**src/rtl/game_pkg.sv**
```systemverilog
// rtl/game_pkg.sv - shared state encodings and widths for the ground scroller
package game_pkg;

    typedef enum logic [1:0] {
        ST_IDLE = 2'd0,
        ST_RUN  = 2'd1,
        ST_OVER = 2'd2
    } game_state_t;

    localparam int PATTERN_LEN = 40;
    localparam int SPEED_W     = 4;
    localparam int POS_W       = 6;
    localparam int SCORE_W     = 16;

endpackage

```
**src/rtl/edge_pulse.sv**
```systemverilog
// rtl/edge_pulse.sv - registered single-cycle edge detector, rising or falling
module edge_pulse #(
    parameter bit FALLING = 1'b0
) (
    input  logic clk,
    input  logic rst,
    input  logic d,
    output logic pulse
);

    logic prev;

    // pulse is registered, so it appears the cycle after the new level is sampled
    always_ff @(posedge clk or posedge rst) begin
        if (rst) begin
            prev  <= 1'b0;
            pulse <= 1'b0;
        end else begin
            prev  <= d;
            pulse <= FALLING ? (prev & ~d) : (~prev & d);
        end
    end

endmodule

```
**src/rtl/ground_scroll_scheduler.sv**
```systemverilog
// rtl/ground_scroll_scheduler.sv - run/over sequencer, speed ramp and ground scroll offset
module ground_scroll_scheduler
    import game_pkg::*;
#(
    parameter int PATTERN_LEN_P = PATTERN_LEN,
    parameter int SPEED_INIT    = 1,
    parameter int SPEED_MAX     = 7,
    parameter int RAMP_FRAMES   = 600,
    parameter int OVER_FRAMES   = 120
) (
    input  logic               clk,
    input  logic               rst,
    input  logic               fresh,
    input  logic               start,
    input  logic               collision,
    output logic               game_status,
    output logic [SPEED_W-1:0] speed,
    output logic [POS_W-1:0]   ground_position,
    output logic [SCORE_W-1:0] score,
    output logic [1:0]         state_o
);

    localparam int RW = $clog2(RAMP_FRAMES + 1);
    localparam int OW = $clog2(OVER_FRAMES + 1);
    localparam logic [RW-1:0]      RAMP_LAST  = RW'(RAMP_FRAMES - 1);
    localparam logic [OW-1:0]      OVER_MAX   = OW'(OVER_FRAMES);
    localparam logic [SPEED_W-1:0] SPD_INIT   = SPEED_W'(SPEED_INIT);
    localparam logic [SPEED_W-1:0] SPD_MAX    = SPEED_W'(SPEED_MAX);
    localparam logic [6:0]         PLEN7      = 7'(PATTERN_LEN_P);

    logic frame_tick;
    logic start_rise;

    edge_pulse #(.FALLING(1'b1)) u_fresh_edge (
        .clk   (clk),
        .rst   (rst),
        .d     (fresh),
        .pulse (frame_tick)
    );

    edge_pulse #(.FALLING(1'b0)) u_start_edge (
        .clk   (clk),
        .rst   (rst),
        .d     (start),
        .pulse (start_rise)
    );

    game_state_t        state, state_n;
    logic [RW-1:0]      ramp_cnt, ramp_n;
    logic [OW-1:0]      over_cnt, over_n;
    logic [SPEED_W-1:0] speed_n, speed_inc;
    logic [POS_W-1:0]   pos_n, pos_wrap;
    logic [SCORE_W-1:0] score_n, score_inc;
    logic [6:0]         sum7;

    // single conditional subtract suffices since position < PATTERN_LEN and speed <= 15
    assign sum7      = {1'b0, ground_position} + 7'(speed);
    assign pos_wrap  = (sum7 >= PLEN7) ? POS_W'(sum7 - PLEN7) : POS_W'(sum7);
    assign speed_inc = (speed < SPD_MAX) ? speed + 1'b1 : speed;
    assign score_inc = (score != {SCORE_W{1'b1}}) ? score + 1'b1 : score;

    always_comb begin
        state_n = state;
        speed_n = speed;
        pos_n   = ground_position;
        score_n = score;
        ramp_n  = ramp_cnt;
        over_n  = over_cnt;
        case (state)
            ST_IDLE: begin
                if (start_rise) begin
                    state_n = ST_RUN;
                    speed_n = SPD_INIT;
                    pos_n   = '0;
                    score_n = '0;
                    ramp_n  = '0;
                end
            end
            ST_RUN: begin
                // a hit wins over a coincident frame tick: the last frame is not applied
                if (collision) begin
                    state_n = ST_OVER;
                    over_n  = '0;
                end else if (frame_tick) begin
                    pos_n   = pos_wrap;
                    score_n = score_inc;
                    if (ramp_cnt == RAMP_LAST) begin
                        ramp_n  = '0;
                        speed_n = speed_inc;
                    end else begin
                        ramp_n = ramp_cnt + 1'b1;
                    end
                end
            end
            ST_OVER: begin
                if (start_rise && over_cnt == OVER_MAX) begin
                    state_n = ST_IDLE;
                    speed_n = SPD_INIT;
                    pos_n   = '0;
                    score_n = '0;
                    ramp_n  = '0;
                    over_n  = '0;
                end else if (frame_tick && over_cnt != OVER_MAX) begin
                    over_n = over_cnt + 1'b1;
                end
            end
            default: begin
                state_n = ST_IDLE;
                speed_n = SPD_INIT;
                pos_n   = '0;
                score_n = '0;
                ramp_n  = '0;
                over_n  = '0;
            end
        endcase
    end

    always_ff @(posedge clk or posedge rst) begin
        if (rst) begin
            state           <= ST_IDLE;
            game_status     <= 1'b0;
            speed           <= SPD_INIT;
            ground_position <= '0;
            score           <= '0;
            ramp_cnt        <= '0;
            over_cnt        <= '0;
        end else begin
            state           <= state_n;
            game_status     <= (state_n == ST_RUN);
            speed           <= speed_n;
            ground_position <= pos_n;
            score           <= score_n;
            ramp_cnt        <= ramp_n;
            over_cnt        <= over_n;
        end
    end

    assign state_o = state;

endmodule
```
**config.mk**
```make
export PLATFORM = sky130hd
export DESIGN_NAME = ground_scroll_scheduler
export DESIGN_NICKNAME = d
export VERILOG_FILES = /design/src/rtl/game_pkg.sv /design/src/rtl/edge_pulse.sv /design/src/rtl/ground_scroll_scheduler.sv
export SDC_FILE = /design/constraint.sdc
export NUM_CORES = 1
export LEC_CHECK = 0
export ABC_AREA = 1
export CAP_MARGIN = 5
export CORE_MARGIN = 8
export CORE_UTILIZATION = 45
export DETAILED_ROUTE_END_ITERATION = 8
export GPL_ROUTABILITY_DRIVEN = 0
export GPL_TIMING_DRIVEN = 1
export PLACE_DENSITY_LB_ADDON = 0.15
export SYNTH_ARGS = -nofsm -noshare
export SYNTH_HDL_FRONTEND = slang
export SYNTH_SLANG_ARGS = --single-unit
```
**constraint.sdc**
```tcl
create_clock -name clk -period 2.7 [get_ports clk]
set_input_delay 0.81 -clock clk [delete_from_list [all_inputs] [get_ports clk]]
set_output_delay 0.81 -clock clk [all_outputs]
set_load 0.05 [all_outputs]
```
## Yosys cells after proc, flatten, opt, wreduce, memory -nomap -nowiden

Index checks and enable logic that the tools add are counted.

- Register bits: 50
- Input port bits: 5
- Output and inout bits: 29
- Logic and storage cells: 80

- Add/subtract/negate cells: 6
- $lt $le $gt $ge: 2
- Equality and inequality tests: 16
- Multiplexer cells: 33
- Bitwise operators: 5
- Reductions and logical operators: 7

Operators with widths:

| operator | count |
|---|---|
| 2-to-1 mux 16 bit | 5 |
| 2-to-1 mux 10 bit | 5 |
| one-hot mux 16 bit (3 select lines) | 1 |
| 2-to-1 mux 6 bit | 5 |
| one-hot mux 10 bit (3 select lines) | 1 |
| 2-to-1 mux 4 bit | 6 |
| 2-to-1 mux 7 bit | 3 |
| one-hot mux 7 bit (3 select lines) | 1 |
| one-hot mux 6 bit (3 select lines) | 1 |
| adder 16 x 1 -> 16 bit (second input constant) | 1 |
| != test 16 bit (second input constant) | 1 |
| != test 2 bit (second input constant) | 6 |
| one-hot mux 4 bit (3 select lines) | 1 |
| adder 10 x 1 -> 10 bit (second input constant) | 1 |
| == test 10 bit (second input constant) | 1 |
| adder 6 x 4 -> 7 bit | 1 |
| adder 7 x 1 -> 7 bit (second input constant) | 1 |
| == test 7 bit (second input constant) | 1 |
| greater-or-equal comparator 7 x 6 -> 1 bit (second input constant) | 1 |
| != test 7 bit (second input constant) | 1 |
| 2-to-1 mux 2 bit | 3 |
| one-hot mux 2 bit (3 select lines) | 1 |
| AND reduction 6 bit | 1 |
| subtractor 6 bit (second input constant) | 1 |
| 13 further kinds | 19 |

## Longest topological paths before layout

Gate-level depths: netlist of run 1.

- Depth after elaboration: 6
- Depth in mapped cells: 13
- Mapped depth without buffers: 13

## Modules after synthesis

From an unflattened synthesis of run 1, not the netlist that was laid out.

- Cells, all modules: 390
- Area total of the unflattened synthesis: 3062.9 um^2

By module, submodules not included:

| module | instances | cells an instance | area each (um^2) | seq. area each (um^2) |
|---|---|---|---|---|
| ground_scroll_scheduler | 1 | 380 | 2935.3 | 1152.4 |
| edge_pulse | 2 | 5 | 63.8 | 50.0 |

## Worst setup path after synthesis of run 1

Ideal clock, no wire load.

- Kind: register -> register
- Start point: register speed[0]
- End point: register ground_position[4]
- Setup time: 0.118 ns
- Arrival: 2.229 ns
- Data required time: 2.582 ns
- Slack: 0.353 ns
- Cell stages (with the launch flop): 12
- Path buffers: 0
- Clock period less this slack: 2.347 ns
- Cell sequence: dfstp_2 -> ha_1 -> fa_1 -> or2_2 -> nor2_1 -> nand3_1 -> nor2_1 -> nand2_1 -> nand3_1 -> nand2_1 -> nand3_1 -> nand2_1

- Longest elaborated chain between the ends: 6
- Elaborated cells between the ends (all ways): 7
- Classes of those cells: add/sub (2); order compare (1); mux (4)

Ends and longest elaborated chain:

| element | RTL line | source |
|---|---|---|
| start, declared | ground_scroll_scheduler.sv:17 | `output logic [SPEED_W-1:0] speed,` |
| start signal, assigned | ground_scroll_scheduler.sv:130 | `speed <= speed_n;` |
| adder 6 x 4 -> 7 bit * | ground_scroll_scheduler.sv:57 | `assign sum7 = {1'b0, ground_position} + 7'(speed);` |
| subtractor 6 bit / greater-or-equal comparator 7 x 6 -> 1 bit (equally long branches) | ground_scroll_scheduler.sv:58 | `assign pos_wrap = (sum7 >= PLEN7) ? POS_W'(sum7 - PLEN7) : POS_W'(sum7);` |
| 2-to-1 mux 6 bit * | ground_scroll_scheduler.sv:58 |  |
| 2-to-1 mux 6 bit * | ground_scroll_scheduler.sv:84 | `end else if (frame_tick) begin` |
| 2-to-1 mux 6 bit * | ground_scroll_scheduler.sv:81 | `if (collision) begin` |
| one-hot mux 6 bit (3 select lines) * | ground_scroll_scheduler.sv:69 | `case (state)` |
| end signal, assigned | ground_scroll_scheduler.sv:131 | `ground_position <= pos_n;` |
| end, declared | ground_scroll_scheduler.sv:18 | `output logic [POS_W-1:0] ground_position,` |

Every way passes the cells marked *; elsewhere a longest branch is shown, timed or not. The select of a mux whose other input is x is not followed.
A chain may end at the register's enable or synchronous reset.

## Worst setup path after layout of run 1

- Start point: register speed[0]
- End point: output speed[0]

No word-level cell between the ends.

==> summary.txt, run 1 <==
Worst setup path
  • Critical path startpoint category: flip-flop
  • Crit-path max FO: 7
  • CP Buf/Inv Count: 1
  • CP Data Arrival Time: roughly 1.7 ns
  • CP peak stage delay: approximately 0.83 ns
  • Largest delay share family, worst path: buffers and inverters
  • Worst path required time: between 1.5 and 2 ns
  • Critical path type: reg -> out
  • Crit-path cells: clkdlybuf4s50_1
  • Critical path's slowest cell: clkdlybuf4s50_1
  • Critical path capture point type: primary output

CTS
  • Number of CTS-inserted buffers: 5
  • Resized Gates After CTS: 0
  • H-tree level count: 2
  • Setup Buffers After CTS: 0
  • CTS sink count: 50
  • CTS Root Cell: clkbuf_8
  • Cts hold-fix bufs: 0
  • CTS tree: built
  • Clock buffer depth: 2
  • Worst skew pair latency: about 0.30 ns
  • Clock-pin slew on the worst setup and hold paths: around 0.10 ns

Synthesis
  • Cell accounting for the most synthesized area: dfrtp_1
  • Synth Register Bits: 50
  • Area contributors post-synth: dfrtp_1 (40%), nand2_1 (13%), inv_1 (7.2%)
  • Yosys Warn Count: 0
  • Cell Area, Synth: roughly 0.0031 mm^2
  • Synthesized area per cell: between 7 and 8 um^2
  • Share of the synthesized area in the top cell type: 39.7%
  • Yosys cell types: 33
  • Seq/Total Area, Yosys: 40.5%
  • Gate Count Post-Synth: around 420
  • Syn Nets: 433

Placed design
  • Port Buffers: 33
  • Place WS: 0.273 ns
  • Hpwl dp: 5020 um

Routing
  • Antenna Nets Post-Route: 0
  • DRT Pass-1 Iters: 4
  • Via count: 2740
  • DRT iter0 DRCs: 110
  • DR DRC count: 0
  • DR WL/cell: about 13 um
  • Post-DR vias/cell: approximately 5.1
  • Routed Wire Length: roughly 6700 um

Floorplanning
  • I/O pin cnt: 34
  • Die Area: between 0.009 and 0.01 mm^2
  • Initial Util: a little under half
  • Core Region: ~0.0067 mm^2
  • Die height: between 90 and 100 um
  • Row count: 30
  • Chip width: 98.9 um

Power
  • Power per Cell Area: 426 mW/mm^2
  • VDD IR max: about 0.2 mV
  • Leakage: 1.81 nW

GRT
  • All-Layer GR Usage: between 10% and 20%
  • Largest net degree at the start of global routing: 24
  • Remaining global-route overflow: 0
  • Vias in the first global route: 2600
  • Antenna violations before repair: 0
  • First-pass GRT wire length: about 12000 um

Cells and area
  • Share of layout cells above drive strength 1: 6.58%
  • NumNets Final: about 470
  • P&R area growth vs syn: 18.2%
  • Final antenna diode count: 0

STA
  • Tmin final: between 2 and 3 ns
  • F_max: ~400 MHz
  • Worst clock skew: between 0.009 and 0.01 ns
  • Slew margin rel.: just over 60%
  • Setup TNS: 0 ns
  • Slew Limit Fails: 0
  • Hold Vio Cnt, Final: 0
  • Worst-margin pin slew: approximately 0.58 ns
  • Worst setup margin: around 0.15 ns
  • Fin crit share: 94.6%
  • Final setup viols: 0
  • RSZ-0062 raised after global routing: no

Status
  • Outcome: finished clean

Flow run
  • Max-Cap Viols: 0

Min path
  • Worst hold path type: reg -> reg
-- synthesized netlist by cell type --
cell type / n
a21boi_2: 1
a21oi_1: 5
a22oi_1: 1
buf_2: 4
buf_6: 2
clkbuf_1: 1
clkbuf_2: 1
dfrtp_1: 49
dfstp_2: 1
fa_1: 1
ha_1: 10
inv_1: 59
inv_2: 2
nand2_1: 103
nand2_2: 3
nand2b_1: 1
nand3_1: 39
nand3b_1: 2
nand4_1: 17
nand4_2: 1
nor2_1: 41
nor2_4: 1
nor2_8: 1
nor3_1: 11
nor3_2: 1
nor3_4: 1
nor3b_1: 1
o21a_1: 1
o21ai_0: 29
o21ai_1: 7
o22ai_1: 1
or2_2: 3
xor2_1: 16
-- cells in the final DEF, fill, tap and decap left out, types with 2 or more instances in the layout --
master / count
inv_2: 3
bufinv_16: 2
dfrtp_1: 49
nand3_1: 39
nand2_2: 3
ha_1: 10
nor3_1: 11
clkbuf_8: 5
o21ai_1: 7
a21oi_1: 5
or2_2: 3
nand4_1: 17
clkdlybuf4s50_1: 33
buf_4: 6
o21ai_0: 29
nand2_1: 103
nand3b_1: 2
xor2_1: 16
nor2_1: 41
inv_1: 58
-- registers in the layout (all words and copies together) (netlist names) --
name,count
score,16
ramp_cnt,10
over_cnt,7
ground_position,6
speed,4
state_o,2
game_status,1
u_fresh_edge.prev,1
u_fresh_edge.pulse,1
u_start_edge.prev,1
u_start_edge.pulse,1
-- path summary, 6_finish.rpt --
kind | to | startpoint | depth (start not counted) | slack (ns)
max in group asynchronous | score[13] | rst | 3 | 1.26
max reg2reg | ground_position[4] | speed[0] | 11 | 0.39
max | speed[0] | speed[0] | 1 | 0.15
min reg2reg | u_start_edge.pulse | u_start_edge.prev | 1 | 0.40
min in group asynchronous | u_fresh_edge.prev | rst | 2 | 0.82
min | u_start_edge.pulse | u_start_edge.prev | 1 | 0.40
-- layer usage --
metal,GRT usage (%),vias to the layer above,wire length (um)
li1,-,1424,-
met1,19.1,1260,3250
met2,23.4,51,3130
met3,2.75,5,288
met4,3.66,0,48
met5,0,-,0
-- kinds of logic (layout without fill, tap and decap cells) --
kind of cell | count (synthesis) | count (layout) | synth area share [%]
and+or+nand+nor | 226 | 226 | 33.5
buffers and inverters | 69 | 108 | 9.07
DFF | 50 | 50 | 40.5
AOI/OAI and AO/OA | 45 | 45 | 7.70
xor gates and xnor gates | 16 | 16 | 4.54
adders and majority gates | 11 | 11 | 4.70
-- power breakdown --
| group | total (mW) | leakage, nW | internal (mW) | switching (mW) |
|---|---|---|---|---|
| registers | 0.823 | 0.610 | 0.778 | 0.0449 |
| logic | 0.102 | 1.13 | 0.0439 | 0.0579 |
| clock network | 0.631 | 0.0683 | 0.371 | 0.260 |
-- final cells by class --
class / count / area [um^2]
multi-input combinational: 298 / 1560
inverter: 61 / 229
tap: 80 / 100
timing repair buffer: 39 / 375
clock buffer: 5 / 68.8
clock inverter: 3 / 68.8
sequential: 50 / 1250
fill: 656 / 3070
-- stage by stage --
stage	hold slack, ns	power, mW	cell area (um^2)	util, %	instances
floorplan	0.376	0.904	3090	-	417
global placement	0.383	0.937	3510	52.3	528
detailed placement	0.388	0.940	3510	52.3	528
CTS	0.402	1.57	3650	54.3	536
global route	0.409	1.62	3650	54.3	536
finish	0.397	1.56	3650	54.3	536
(Power assumes the default switching activity.)
==> run 2: changes to the inputs <==
- MAX_ROUTING_LAYER: default -> met4
- SYNTH_HIERARCHICAL: default -> 1
- clock period: 2.7 -> 3.3 ns (I/O delays scaled with it)
==> run 2 against run 1 <==
  * First-iteration DRC count is 28% higher
  * Flip-flop and latch count is the same
  * Clock power fell by 32%
  * Global-route usage fell by 0.055 points
  * Sequential power down 18%
  * Highest routed layer unchanged
==> summary.txt, run 2 <==
STA
  • Slew margin rel.: 59.4% (-1.7 points)
  • Fin crit share: slightly above 80%
  • Worst-margin pin slew: 0.606 ns (+0.0276 ns)
  • Setup TNS: 0 ns (unchanged)
  • Slew Limit Fails: 0 (unchanged)
  • F_max: 369 MHz
  • RSZ-0062 raised after global routing: no
  • Tmin final: 2.71 ns
  • Final setup viols: 0 (unchanged)
  • Hold Vio Cnt, Final: 0 (unchanged)
  • Worst clock skew: 0.00792 ns (-0.00205 ns)

Worst setup path
  • Worst r2r src: state_o[0]
  • Largest delay share family, worst path: buffers and inverters
  • Reg2reg end: score[0]
  • Worst Reg-to-Reg Cells: 11 (unchanged)
  • R2r setup slk: 0.96 ns (+0.57 ns)
  • Crit-path max FO: 5 (-2)
  • Crit-path cells: clkdlybuf4s50_1
  • Worst path required time: 2.31 ns (+0.42 ns)
  • Critical path capture point type: primary output
  • CP Buf/Inv Count: 1 (unchanged)
  • Critical path's slowest cell: clkdlybuf4s50_1
  • Critical path startpoint category: flip-flop
  • CP peak stage delay: 0.83 ns (about the same)
  • Critical path type: reg -> out
  • CP Data Arrival Time: 1.72 ns (-0.02 ns)

Power
  • VDD IR max: 0.146 mV (-27%)
  • Leakage: 1.73 nW (-4.8%)
  • Sw frac: 24.2% (+0.90 points)
  • Switching pwr: 289 uW (-20%)
  • Clk pwr share: 36.2% (-4.4 points)
  • Power per Cell Area: 336 mW/mm^2 (-21%)
  • Internal cell power: 903 uW (-24%)
  • Seq pwr share: 56.4% (+3.5 points)
  • Gate power share: 7.3% (+0.8 points)

CTS
  • CTS Root Cell: clkbuf_8
  • CTS sink count: 50 (unchanged)
  • Clock buffer depth: 2 (unchanged)
  • CTS tree: built
  • Worst skew pair latency: 0.31 ns (about the same)
  • Number of CTS-inserted buffers: 5 (unchanged)
  • H-tree level count: 2 (unchanged)
  • Clock-pin slew on the worst setup and hold paths: 0.10 ns (about the same)
  • Resized Gates After CTS: 0 (unchanged)
  • Setup Buffers After CTS: 0 (unchanged)
  • Cts hold-fix bufs: 0 (unchanged)

GRT
  • All-Layer GR Usage: 14.4% (-0.055 points)
  • Vias in the first global route: 2513 (-3.3%)
  • Antenna violations before repair: 0 (unchanged)
  • Remaining global-route overflow: 0 (unchanged)
  • First-pass GRT wire length: 11400 um (-4.3%)
  • Largest net degree at the start of global routing: 47 (+96%)

Min path
  • Hold Path Depth: 1 (unchanged)
  • Hold path endpoint: u_start_edge/pulse
  • Hold Path Origin: u_start_edge/prev
  • Worst hold path type: reg -> reg

Floorplanning
  • Chip width: 98.5 um (-0.36%)
  • I/O pin cnt: 34 (unchanged)
  • Die height: 98.5 um (-0.36%)
  • Row count: 30 (unchanged)
  • Core Region: 0.00668 mm^2 (-0.56%)
  • Die Area: 0.00970 mm^2 (-0.72%)
  • Initial Util: 45.8% (-0.13 points)

Synthesis
  • Gate Count Post-Synth: 390 (-6.5%)
  • Yosys Warn Count: 6 (+6)
  • Synth Register Bits: 50 (unchanged)
  • Area contributors post-synth: dfrtp_1 (40%), nand2_1 (12%), inv_1 (5.9%)
  • Share of the synthesized area in the top cell type: 40.0% (+0.34 points)
  • Cell Area, Synth: 0.00306 mm^2 (-0.85%)
  • Cell with the most instances after synthesis: nand2_1
  • Synth async-reset ratio: 100% (unchanged)
  • Commonest cells post-synth: nand2_1 (96), dfrtp_1 (49), inv_1 (48), nor2_1 (36), nand3_1 (33)
  • Main synth FF type: dfrtp_1
  • Syn Nets: 406 (-6.2%)
  • Synthesized area per cell: 7.85 um^2 (+6.0%)
  • Yosys cell types: 40 (+21%)
  • Post-synth EDFFs: 0 (unchanged)
  • Seq/Total Area, Yosys: 40.9% (+0.35 points)
  • Cell accounting for the most synthesized area: dfrtp_1

Cells and area
  • Regs by FF count: score: 16 flops, ramp_cnt: 10 flops, over_cnt: 7 flops
  • Commonest non-fill, non-tap cell in the layout: nand2_1
  • Reg with most FFs: score
  • Max FFs per register: 16 (unchanged)
  • Most frequent cells in the layout: nand2_1 (96), dfrtp_1 (49), inv_1 (47)
  • Final antenna diode count: 0 (unchanged)
  • Fin cells: 504 (-6.0%)
  • Filler Cells Inserted: 658 (+0.30%)
  • Share of layout cells above drive strength 1: 8.25% (+1.7 points)
  • Final Core Density: 53.1% (-1.3 points)
  • NumNets Final: 439 (-6.8%)
  • P&R area growth vs syn: 15.7%

Flow run
  • Max-Cap Viols: 0 (unchanged)

Routing
  • DRT Pass-1 Iters: 5 (+1)
  • Via count: 2546 (-7.1%)
  • DRT iter0 DRCs: 141 (+28%)
  • Routed Wire Length: 6400 um (-4.7%)
  • DR WL/cell: 12.7 um (+1.3%)
  • Post-DR vias/cell: 5.05 (-1.2%)
  • DR DRC count: 0 (unchanged)
  • Antenna Nets Post-Route: 0 (unchanged)

Placed design
  • Placed cells: 496 (-6.1%)
  • Hpwl dp: 4690 um (-6.6%)
  • Port Buffers: 33 (unchanged)

Status
  • Outcome: finished clean
## run 2: kinds of logic (layout without fill, tap and decap cells)
kind of cell	count (synthesis)	count (layout)	share of synthesized area, %
AND/OR/NAND/NOR	197	197	29.4
buffers and inverters	62	96	8.99
AO/OA/AOI/OAI	50	50	10.3
flip-flops	50	50	40.9
XOR/XNOR	20	20	5.72
adder cells (fa/ha/maj)	11	11	4.74
## run 2: power groups by stage
stage	registers, mW	logic [mW]	clock network, mW
after detailed placement	0.683	0.0898	0
after floorplan	0.669	0.0809	0
after global routing	0.677	0.103	0.467
final	0.672	0.0875	0.432
after global placement	0.682	0.0866	0
after CTS	0.671	0.0899	0.446
## run 2: final cells by class
class | instances | area, um^2 | share of cell area, %
timing repair buffer | 35 | 345 | 9.74
multi-input combinational | 278 | 1540 | 43.3
inverter | 53 | 203 | 5.72
tap | 80 | 100 | 2.82
clock buffer | 5 | 68.8 | 1.94
sequential | 50 | 1250 | 35.3
clock inverter | 3 | 40.0 | 1.13
## run 2: how the worst max path moves through the flow
stage	from	endpoint	slack (ns)	cells after the start
after floorplan	ground_position[0]	ground_position[3]	1.04	13
after global placement	collision	score[0]	0.60	9
after detailed placement	collision	score[0]	0.58	9
after CTS	speed[0]	speed[0]	0.58	1
after global routing	speed[0]	speed[0]	0.55	1
final	speed[0]	speed[0]	0.59	1
## run 2: per-stage QoR
| step | hold slack (ns) | power, mW | cell area (um^2) | setup WS, ns |
|---|---|---|---|---|
| after floorplan | 0.392 | 0.749 | 3060 | 1.04 |
| after global placement | 0.396 | 0.769 | 3440 | 0.604 |
| after detailed placement | 0.400 | 0.773 | 3440 | 0.578 |
| after CTS | 0.415 | 1.21 | 3540 | 0.584 |
| after global routing | 0.441 | 1.25 | 3540 | 0.553 |
| final | 0.414 | 1.19 | 3540 | 0.588 |
## run 2: layer usage
| metal | vias to the layer above | GRT usage, % | part of all wire (%) |
|---|---|---|---|
| met3 | 7 | 2.96 | 3.7 |
| met2 | 44 | 24.2 | 46 |
| met4 | 0 | 4.25 | 1.2 |
| met1 | 1178 | 16.9 | 49 |
| li1 | 1317 | - | - |
| met5 | - | - | 0 |
==> run 3: changes to the inputs <==
- clock period: 3.3 -> 2.2 ns (I/O delays scaled with it)
==> run 3 against run 2 <==
  * Non-clock buffer count rose by 13
  * Final cell count up 2.6%
  * Sequential power up 50%
  * Utilization is 0.99 points higher
  * Routed wire length up 1.2%
  * Global-route usage rose by 0.77 points
  * Flip-flop and latch count unchanged
  * Clock-buffer cell count up 2
  * Clock power is 47% higher
  * Largest cell class unchanged
==> summary.txt, run 3 (synthesis gave the netlist of run 2 again) <==
CTS
  • H-tree level count: 2 (unchanged)
  • Clock buffer depth: 2 (unchanged)
  • CTS Root Cell: clkbuf_8
  • CTS tree: built
  • Number of CTS-inserted buffers: 5 (unchanged)
  • Cts hold-fix bufs: 0 (unchanged)
  • Clock-pin slew on the worst setup and hold paths: 0.09 ns (about the same)
  • CTS sink count: 50 (unchanged)
  • Worst skew pair latency: 0.30 ns (about the same)

Routing
  • Via count: 2589 (+1.7%)
  • DR WL met2: 3030 um (+2.4%)
  • DRT iter0 DRCs: 120 (-15%)
  • DR WL/cell: 12.5 um (-1.4%)
  • Post-DR vias/cell: 5.01 (-0.87%)
  • Max Used Layer: met4
  • DR DRC count: 0 (unchanged)
  • Routed Wire Length: 6480 um (+1.2%)
  • Antenna Nets Post-Route: 0 (unchanged)
  • DR WL met3: 226 um (-3.4%)
  • DRT Pass-1 Iters: 4 (-1)
  • Wl on met1: 3140 um (+0.38%)

Placed design
  • Place WS: 0.0906 ns (-0.487 ns)
  • Port Buffers: 33 (unchanged)
  • Hpwl dp: 5000 um (+6.7%)
  • Placed inst area: 0.00348 mm^2 (+1.3%)

Worst setup path
  • R2r setup slk: 0.20 ns (-0.76 ns)
  • Critical path startpoint category: flip-flop
  • CP peak stage delay: 0.81 ns (-0.02 ns)
  • Worst path required time: 1.54 ns (-0.77 ns)
  • CP Data Arrival Time: 1.49 ns (-0.23 ns)
  • CP Buf/Inv Count: 1 (unchanged)
  • Crit-path cells: clkdlybuf4s50_1
  • Critical path's slowest cell: clkdlybuf4s50_1
  • Crit-path max FO: 3 (-2)
  • Critical path type: reg -> out
  • Largest delay share family, worst path: buffers and inverters
  • Critical path capture point type: primary output

GRT
  • Vias in the first global route: 2623 (+4.4%)
  • First-pass GRT wire length: 12000 um (+5.1%)
  • Remaining global-route overflow: 0 (unchanged)
  • Antenna violations before repair: 0 (unchanged)
  • All-Layer GR Usage: 15.1% (+0.77 points)
  • Largest net degree at the start of global routing: 27 (-43%)

Cells and area
  • Max FFs per register: 16 (unchanged)
  • Share of layout cells above drive strength 1: 17.6% (+9.4 points)
  • Most frequent cells in the layout: nand2_1 (96), dfrtp_1 (48), inv_1 (46)
  • Commonest non-fill, non-tap cell in the layout: nand2_1
  • Reg with most FFs: score
  • Cell area after layout: 0.00361 mm^2 (+1.9%)
  • NumNets Final: 452 (+3.0%)
  • Final antenna diode count: 0 (unchanged)
  • Regs by FF count: score: 16 flops, ramp_cnt: 10 flops, over_cnt: 7 flops
  • P&R area growth vs syn: 17.9%

Floorplanning
  • Initial Util: 45.8% (unchanged)
  • I/O pin cnt: 34 (unchanged)
  • Die height: 98.5 um (unchanged)
  • Core Region: 0.00668 mm^2 (unchanged)
  • Chip width: 98.5 um (unchanged)
  • Row count: 30 (unchanged)
  • Die Area: 0.00970 mm^2 (unchanged)

STA
  • Worst setup margin: 0.0489 ns (-0.539 ns)
  • Worst clock skew: 0.00765 ns (-0.000277 ns)
  • Final setup viols: 0 (unchanged)
  • Tmin final: approximately 2.2 ns
  • Hold Vio Cnt, Final: 0 (unchanged)
  • Setup TNS: 0 ns (unchanged)
  • RSZ-0062 raised after global routing: no
  • Slew margin rel.: 64.7% (+5.3 points)
  • Fin crit share: 97.8%
  • Worst-margin pin slew: 0.528 ns (-0.0781 ns)
  • F_max: approximately 460 MHz
  • Slew Limit Fails: 0 (unchanged)

Min path
  • Worst hold path type: reg -> reg

Power
  • Leakage: 1.83 nW (+6.1%)
  • Power per Cell Area: 491 mW/mm^2 (+46%)
  • VDD IR max: 0.294 mV (+100%)

Status
  • Outcome: finished clean

Flow run
  • Max-Cap Viols: 0 (unchanged)
[run 3: timing repair]
action                                  CTS  global route
resized for setup                         0             5
hold endpoints to repair                  0             0
endpoints found under the setup margin    0             3
setup buffers                             0             2
[run 3: through the flow]
step           std cells  hold WS (ns)  power, mW  util (%)
6_report             517         0.407       1.77      54.0
5_1_grt              517         0.428       1.86      54.0
4_1_cts              515         0.408       1.80      53.7
3_5_place_dp         507         0.395       1.16      52.1
3_3_place_gp         507         0.396       1.16      52.1
2_1_floorplan        390         0.392       1.12         -
[run 3: metal layers]
metal  vias up  GRT usage (%)
li1       1348              -
met1      1195           18.6
met2        40           24.8
met3         6           2.89
met4         0           4.49
met5         -              -
[run 3: area by class of cell]
cell class	instances	area, um^2
well taps	80	100
flip-flops and latches	50	1250
fillers	637	3070
inverters	53	203
repair buffers	48	405
clock buffers	7	76.3
multi-input cells	278	1540
clock inverters	1	30.0
[run 3: power by group]
group	leakage, nW	switching, mW	internal (mW)	total [mW]
clock network	0.0524	0.294	0.341	0.634
logic	1.15	0.0699	0.0650	0.135
registers	0.624	0.0486	0.957	1.01
total	1.83	0.412	1.36	1.77
[run 3: final timing paths]
check | startpoint | to | depth (start not counted)
max | ground_position[3] | ground_position[3] | 1
min | u_start_edge/prev | u_start_edge/pulse | 1
max reg2reg | speed[0] | ground_position[4] | 12
min reg2reg | u_start_edge/prev | u_start_edge/pulse | 1
max in group asynchronous | rst | speed[0] | 3
min in group asynchronous | rst | u_start_edge/prev | 2
